`src/rtl/decade_display_scan_pkg.sv`:
```
// Shared constants for the decade display scanner.
// Holds the seven-segment patterns, bit order {g,f,e,d,c,b,a}, active-high.
package decade_display_scan_pkg;

  typedef logic [6:0] seg_t;

  // Standard digit patterns 0..9.
  localparam seg_t SEG_0 = 7'h3F;
  localparam seg_t SEG_1 = 7'h06;
  localparam seg_t SEG_2 = 7'h5B;
  localparam seg_t SEG_3 = 7'h4F;
  localparam seg_t SEG_4 = 7'h66;
  localparam seg_t SEG_5 = 7'h6D;
  localparam seg_t SEG_6 = 7'h7D;
  localparam seg_t SEG_7 = 7'h07;
  localparam seg_t SEG_8 = 7'h7F;
  localparam seg_t SEG_9 = 7'h6F;

  // A dash marks a non-BCD code. Off is used for blanked or dark slots.
  localparam seg_t SEG_DASH = 7'h40;
  localparam seg_t SEG_OFF  = 7'h00;

endpackage

```
`src/rtl/decade_display_scan_seg_decode.sv`:
```
// bcd_seg_decode: combinational BCD to seven-segment decoder.
// Ports:
//   bcd  in   4-bit code, 0..9 are digits, 10..15 are illegal
//   seg  out  segment pattern {g,f,e,d,c,b,a}, active-high
// Illegal codes show a dash, so a corrupted counter is visible on the panel.
module bcd_seg_decode
  import decade_display_scan_pkg::*;
(
  input  logic [3:0] bcd,
  output logic [6:0] seg
);

  always_comb begin
    seg = SEG_DASH;
    case (bcd)
      4'd0:    seg = SEG_0;
      4'd1:    seg = SEG_1;
      4'd2:    seg = SEG_2;
      4'd3:    seg = SEG_3;
      4'd4:    seg = SEG_4;
      4'd5:    seg = SEG_5;
      4'd6:    seg = SEG_6;
      4'd7:    seg = SEG_7;
      4'd8:    seg = SEG_8;
      4'd9:    seg = SEG_9;
      default: seg = SEG_DASH;
    endcase
  end

endmodule

```
`src/rtl/decade_display_scan.sv`:
```
// decade_display_scan: snapshots the BCD digits of a cascaded decade
// counter chain and time-multiplexes them onto one seven-segment bus.
// Ports:
//   Clock     in   sole clock, rising edge
//   Reset     in   synchronous active-high reset
//   Enable    in   1 = scan and drive display, 0 = dark, scan state holds
//   Load      in   snapshot strobe, captures Digits at this edge
//   Digits    in   packed BCD, [3:0] is the least significant stage
//   Overflow  in   single-cycle borrow pulse from the top stage
//   Clear     in   clears Alarm
//   Seg       out  registered segment drive {g,f,e,d,c,b,a}
//   An        out  registered one-hot digit enable, An[0] = least significant
//   Alarm     out  registered sticky overflow flag
//   Zero      out  registered, 1 when every snapshot digit is 0
module decade_display_scan
  import decade_display_scan_pkg::*;
#(
  parameter int DIGITS   = 2,
  parameter int SCAN_DIV = 4,
  parameter bit BLANK    = 1'b1
) (
  input  logic                  Clock,
  input  logic                  Reset,
  input  logic                  Enable,
  input  logic                  Load,
  input  logic [4*DIGITS-1:0]   Digits,
  input  logic                  Overflow,
  input  logic                  Clear,
  output logic [6:0]            Seg,
  output logic [DIGITS-1:0]     An,
  output logic                  Alarm,
  output logic                  Zero
);

  localparam int PRESC_W = (SCAN_DIV > 1) ? $clog2(SCAN_DIV) : 1;
  localparam int IDX_W   = (DIGITS > 1) ? $clog2(DIGITS) : 1;
  localparam logic [PRESC_W-1:0] PRESC_LAST = PRESC_W'(SCAN_DIV - 1);
  localparam logic [IDX_W-1:0]   IDX_LAST   = IDX_W'(DIGITS - 1);

  logic [PRESC_W-1:0]  presc_q, presc_d;
  logic [IDX_W-1:0]    idx_q, idx_d;
  logic [4*DIGITS-1:0] snap_q, snap_d;
  logic [6:0]          seg_q, seg_d;
  logic [DIGITS-1:0]   an_q, an_d;
  logic                alarm_q, alarm_d;
  logic                zero_q, zero_d;

  logic                tick;
  logic [3:0]          digit [DIGITS];
  logic [DIGITS-1:0]   upper_nz;    // digit i or some higher digit is non-zero
  logic [DIGITS-1:0]   blank_mask;
  logic [DIGITS-1:0]   sel_onehot;
  logic [3:0]          cur_digit;
  logic                cur_blank;
  logic [6:0]          cur_seg;

  generate
    for (genvar gi = 0; gi < DIGITS; gi++) begin : g_digit
      assign digit[gi] = snap_q[4*gi +: 4];
      // The least significant digit always shows, so a zero count reads "0".
      if (gi == 0) begin : g_lsd
        assign blank_mask[gi] = 1'b0;
      end else begin : g_upper
        assign blank_mask[gi] = BLANK & ~upper_nz[gi];
      end
    end
  endgenerate

  // Scan from the top digit down, accumulating "something non-zero above".
  // Any non-BCD code is non-zero here, so dashes are never blanked.
  always_comb begin
    logic nz;
    nz       = 1'b0;
    upper_nz = '0;
    for (int i = DIGITS - 1; i >= 0; i--) begin
      nz          = nz | (|snap_q[4*i +: 4]);
      upper_nz[i] = nz;
    end
  end

  // Select the active digit and its blank flag by explicit compare, which
  // stays in range for digit counts that are not a power of two.
  always_comb begin
    cur_digit  = 4'd0;
    cur_blank  = 1'b0;
    sel_onehot = '0;
    for (int i = 0; i < DIGITS; i++) begin
      if (idx_q == IDX_W'(i)) begin
        cur_digit     = digit[i];
        cur_blank     = blank_mask[i];
        sel_onehot[i] = 1'b1;
      end
    end
  end

  bcd_seg_decode u_decode (
    .bcd (cur_digit),
    .seg (cur_seg)
  );

  always_comb begin
    tick = Enable && (presc_q == PRESC_LAST);

    presc_d = presc_q;
    if (Enable) begin
      presc_d = tick ? '0 : presc_q + PRESC_W'(1);
    end

    idx_d = idx_q;
    if (tick) begin
      idx_d = (idx_q == IDX_LAST) ? '0 : idx_q + IDX_W'(1);
    end

    // Snapshot capture ignores Enable so the panel can be refreshed while dark.
    snap_d = Load ? Digits : snap_q;

    // Derived from the current snapshot, so it trails a Load by one cycle.
    zero_d = (snap_q == '0);

    // Set has priority over Clear so a pulse arriving with Clear is kept.
    if (Overflow) begin
      alarm_d = 1'b1;
    end else if (Clear) begin
      alarm_d = 1'b0;
    end else begin
      alarm_d = alarm_q;
    end

    // Blanked slots keep their enable so every digit gets the same duty cycle.
    an_d  = '0;
    seg_d = SEG_OFF;
    if (Enable) begin
      an_d  = sel_onehot;
      seg_d = cur_blank ? SEG_OFF : cur_seg;
    end
  end

  always_ff @(posedge Clock) begin
    if (Reset) begin
      presc_q <= '0;
      idx_q   <= '0;
      snap_q  <= '0;
      seg_q   <= SEG_OFF;
      an_q    <= '0;
      alarm_q <= 1'b0;
      zero_q  <= 1'b0;
    end else begin
      presc_q <= presc_d;
      idx_q   <= idx_d;
      snap_q  <= snap_d;
      seg_q   <= seg_d;
      an_q    <= an_d;
      alarm_q <= alarm_d;
      zero_q  <= zero_d;
    end
  end

  assign Seg   = seg_q;
  assign An    = an_q;
  assign Alarm = alarm_q;
  assign Zero  = zero_q;

endmodule
```
`config.mk`:
```
export PLATFORM = sky130hd
export DESIGN_NAME = decade_display_scan
export DESIGN_NICKNAME = d
export VERILOG_FILES = /design/src/rtl/decade_display_scan_pkg.sv /design/src/rtl/decade_display_scan_seg_decode.sv /design/src/rtl/decade_display_scan.sv
export SDC_FILE = /design/constraint.sdc
export NUM_CORES = 1
export LEC_CHECK = 0
export CORE_ASPECT_RATIO = 0.7
export CORE_MARGIN = 8
export CORE_UTILIZATION = 35
export CTS_CLUSTER_DIAMETER = 150
export CTS_CLUSTER_SIZE = 24
export DETAILED_ROUTE_END_ITERATION = 7
export PLACE_DENSITY = 0.58
export SETUP_SLACK_MARGIN = 0.1
export SYNTH_ARGS = -nofsm -noshare
export SYNTH_HDL_FRONTEND = slang
export SYNTH_HIERARCHICAL = 1
export SYNTH_SLANG_ARGS = --single-unit
```
`constraint.sdc`:
```
create_clock -name Clock -period 2.62 [get_ports Clock]
set_clock_uncertainty 0.05 [all_clocks]
set_input_delay 0.262 -clock Clock [delete_from_list [all_inputs] [get_ports Clock]]
set_output_delay 0.262 -clock Clock [all_outputs]
set_load 0.1 [all_outputs]
```
==> results.txt <==
Period utilization: 78.2%
Share of the synthesized area in the top cell type: 41.0%
Routed vias/inst: 4.70
Drt first-iter violations: 53
Syn Std Cell Area: 0.00107 mm2
# DRC: 0
Clock Pin Slew Worst Setup and Hold Paths: 0.08 ns
Largest area contributor in the netlist: dfxtp_1
Synth top area cells: dfxtp_1 41%, mux2i_1 8.4%, ha_1 8.2%
Die ar.: 0.00512 mm2
Worst R2R Path Depth: 7
Final Hold Viols: 0
# hold bufs at CTS: 0
Initial cell density of the core: 37.5%
Crit. End Element: flop
Overall Power: 878 uW
Vias in the first global route: 715
# diodes: 0
Yosys reg bits: 22
Die H: 62.3 um
# Post-CTS Setup Buffers: 0
Max Slew Vio Count: 0
Nets@finish: 151
Max-Cap Viols: 0
DIE WIDTH: 82.2 um
DRT antenna net count: 0
Placed inst area: 0.00128 mm2
Unrepaired setup endpoints after global routing: no
Post-synthesis sequential area ratio: 41.0%
CP arrival: 2.19 ns
Hold Path Depth: 2
Worst-skew pair later-pin latency: 0.26 ns
Largest net degree at the start of global routing: 23
Final setup TNS: 0 ns
Maximum fanout along the worst path: 15
Post-detail-place hpwl: 1610 um
Drt wl/cell: 13.1 um
Via count: 776
Avg Inst Size Synth: 9.85 um2
# rows: 16
Min cycle time layout: 2.05 ns
Yosys warnings: 6
Cell area after layout: 0.00135 mm2
Synth cell types: 27
CTS resizes: 0
Layout area overhead: 26.1%
Leakage Power: 0.602 nW
Least-Margin Pin Slew: 0.692 ns
H-tree levels: 1
Total track usage: 8.57%
Status: completed
Longest Clk Path Bufs: 2
Gpl congestion: 0.726
Slew Limit Headroom: 53.7%
Gate Count Post-Synth: 109
Num Clock Sinks: 22
Critical path type: reg2reg
CTS buffer count: 3
Min-delay worst type: reg2reg
Initial antenna violation count: 0
PD cells: 648 mW/mm2
Final setup fails: 0
First-pass GRT wire length: 3480 um
Critical Path RT: 2.76 ns
Core box area: 0.00286 mm2
Max Fclk: 0.488 GHz
Routed Wire Length: 2160 um
Initial DRT Pass Iterations: 4
Top-Level Pins: 25
CP startpoint kind: flop
Grt ovf: 0
Syn Nets: 130
Share of cells above drive strength 1: 18.6%
Port Buffer Count: 24
TritonCTS clock tree: done
Clk root buf: clkbuf_8
Peak supply drop: 271 uV
==> metal layers <==
layer / GRT usage (%) / part of all wire (%) / vias up
li1: - / - / 409
met1: 11.8 / 50 / 354
met2: 12.1 / 44 / 11
met3: 2.44 / 4.5 / 2
met4: 3.28 / 1.3 / 0
met5: 0 / 0 / -
==> cells in the mapped netlist <==
cell	number
dfxtp_1	22
nor2_1	11
a21oi_1	10
mux2i_1	9
nand3b_1	8
ha_1	7
inv_1	6
mux2_2	5
buf_2	3
clkbuf_1	3
nand2b_1	3
o22ai_1	3
a21o_1	2
buf_6	2
nor2b_1	2
o21ai_0	2
a21bo_2	1
a22oi_2	1
and3_1	1
and3b_1	1
nand2_1	1
nor3_1	1
nor3b_1	1
nor4_4	1
o31a_1	1
or2_4	1
or3b_1	1
==> metrics by stage <==
step | cells | utilization, % | setup WS, ns | hold slack, ns
floorplan | 109 | - | 0.891 | 0.341
global placement | 161 | 44.8 | 0.644 | 0.409
detailed placement | 161 | 44.8 | 0.633 | 0.424
CTS | 165 | 47.3 | 0.589 | 0.441
global route | 165 | 47.3 | 0.402 | 0.473
finish | 165 | 47.3 | 0.570 | 0.437
==> registers in the layout, indices dropped and copies added, names as in the netlist <==
register / flops
Zero: 1
Seg: 7
presc_q: 2
idx_q: 1
snap_q: 8
An: 2
Alarm: 1
==> power by group <==
group          internal [mW]  total [mW]  switching, mW  leakage [nW]
clock network          0.204       0.311          0.107        0.0357
registers              0.354       0.367         0.0128         0.181
logic                 0.0708       0.200          0.129         0.385
total                  0.629       0.878          0.249         0.602
==> critical path: stages, from the launching register on <==
cell	delay, ns
dfxtp_1	0.62
mux2_2	0.47
inv_1	0.16
ha_1	0.18
nor2b_1	0.14
o31a_1	0.14
nand3b_1	0.08
a21oi_1	0.14
==> area by class of cell <==
cell class,instances,area (um2)
clock buffers,3,41.3
multi-input cells,73,562
repair buffers,24,213
clock inverters,1,30.0
inverters,6,22.5
flip-flops and latches,22,440
well taps,36,45.0
fillers,282,1510
==> cells in the final DEF (no fill, tap or decap) <==
cell	synthesis	final
and3_1	1	1
buf_4	0	11
nor4_4	1	1
nand3b_1	8	8
a21bo_2	1	1
o31a_1	1	1
clkdlybuf4s50_1	0	13
nor2_1	11	11
mux2i_1	9	9
nand2b_1	3	3
and3b_1	1	1
mux2_2	5	5
ha_1	7	7
a21o_1	2	2
inv_1	6	6
or3b_1	1	1
nand2_1	1	1
nor3_1	1	1
o22ai_1	3	3
nor2b_1	2	2
a21oi_1	10	10
nor3b_1	1	1
a22oi_2	1	1
bufinv_16	0	1
o21ai_0	2	2
clkbuf_8	0	3
or2_4	1	1
dfxtp_1	22	22
==> logic make-up (layout without fill, tap and decap cells) <==
logic type | count (synthesis) | in the layout | share of synthesized area, %
buf+inv | 14 | 34 | 6.64
simple gates | 32 | 32 | 18.9
mux | 14 | 14 | 13.6
fa+ha+maj | 7 | 7 | 8.16
flops | 22 | 22 | 41.0
compound gates | 20 | 20 | 11.7
==> final timing paths <==
check	start	to	slack (ns)
min reg2reg	Alarm	Alarm	0.44
max	idx_q	Seg[5]	0.57
max reg2reg	idx_q	Seg[5]	0.57
min	Alarm	Alarm	0.44
Power figures use the tool's default switching activity.
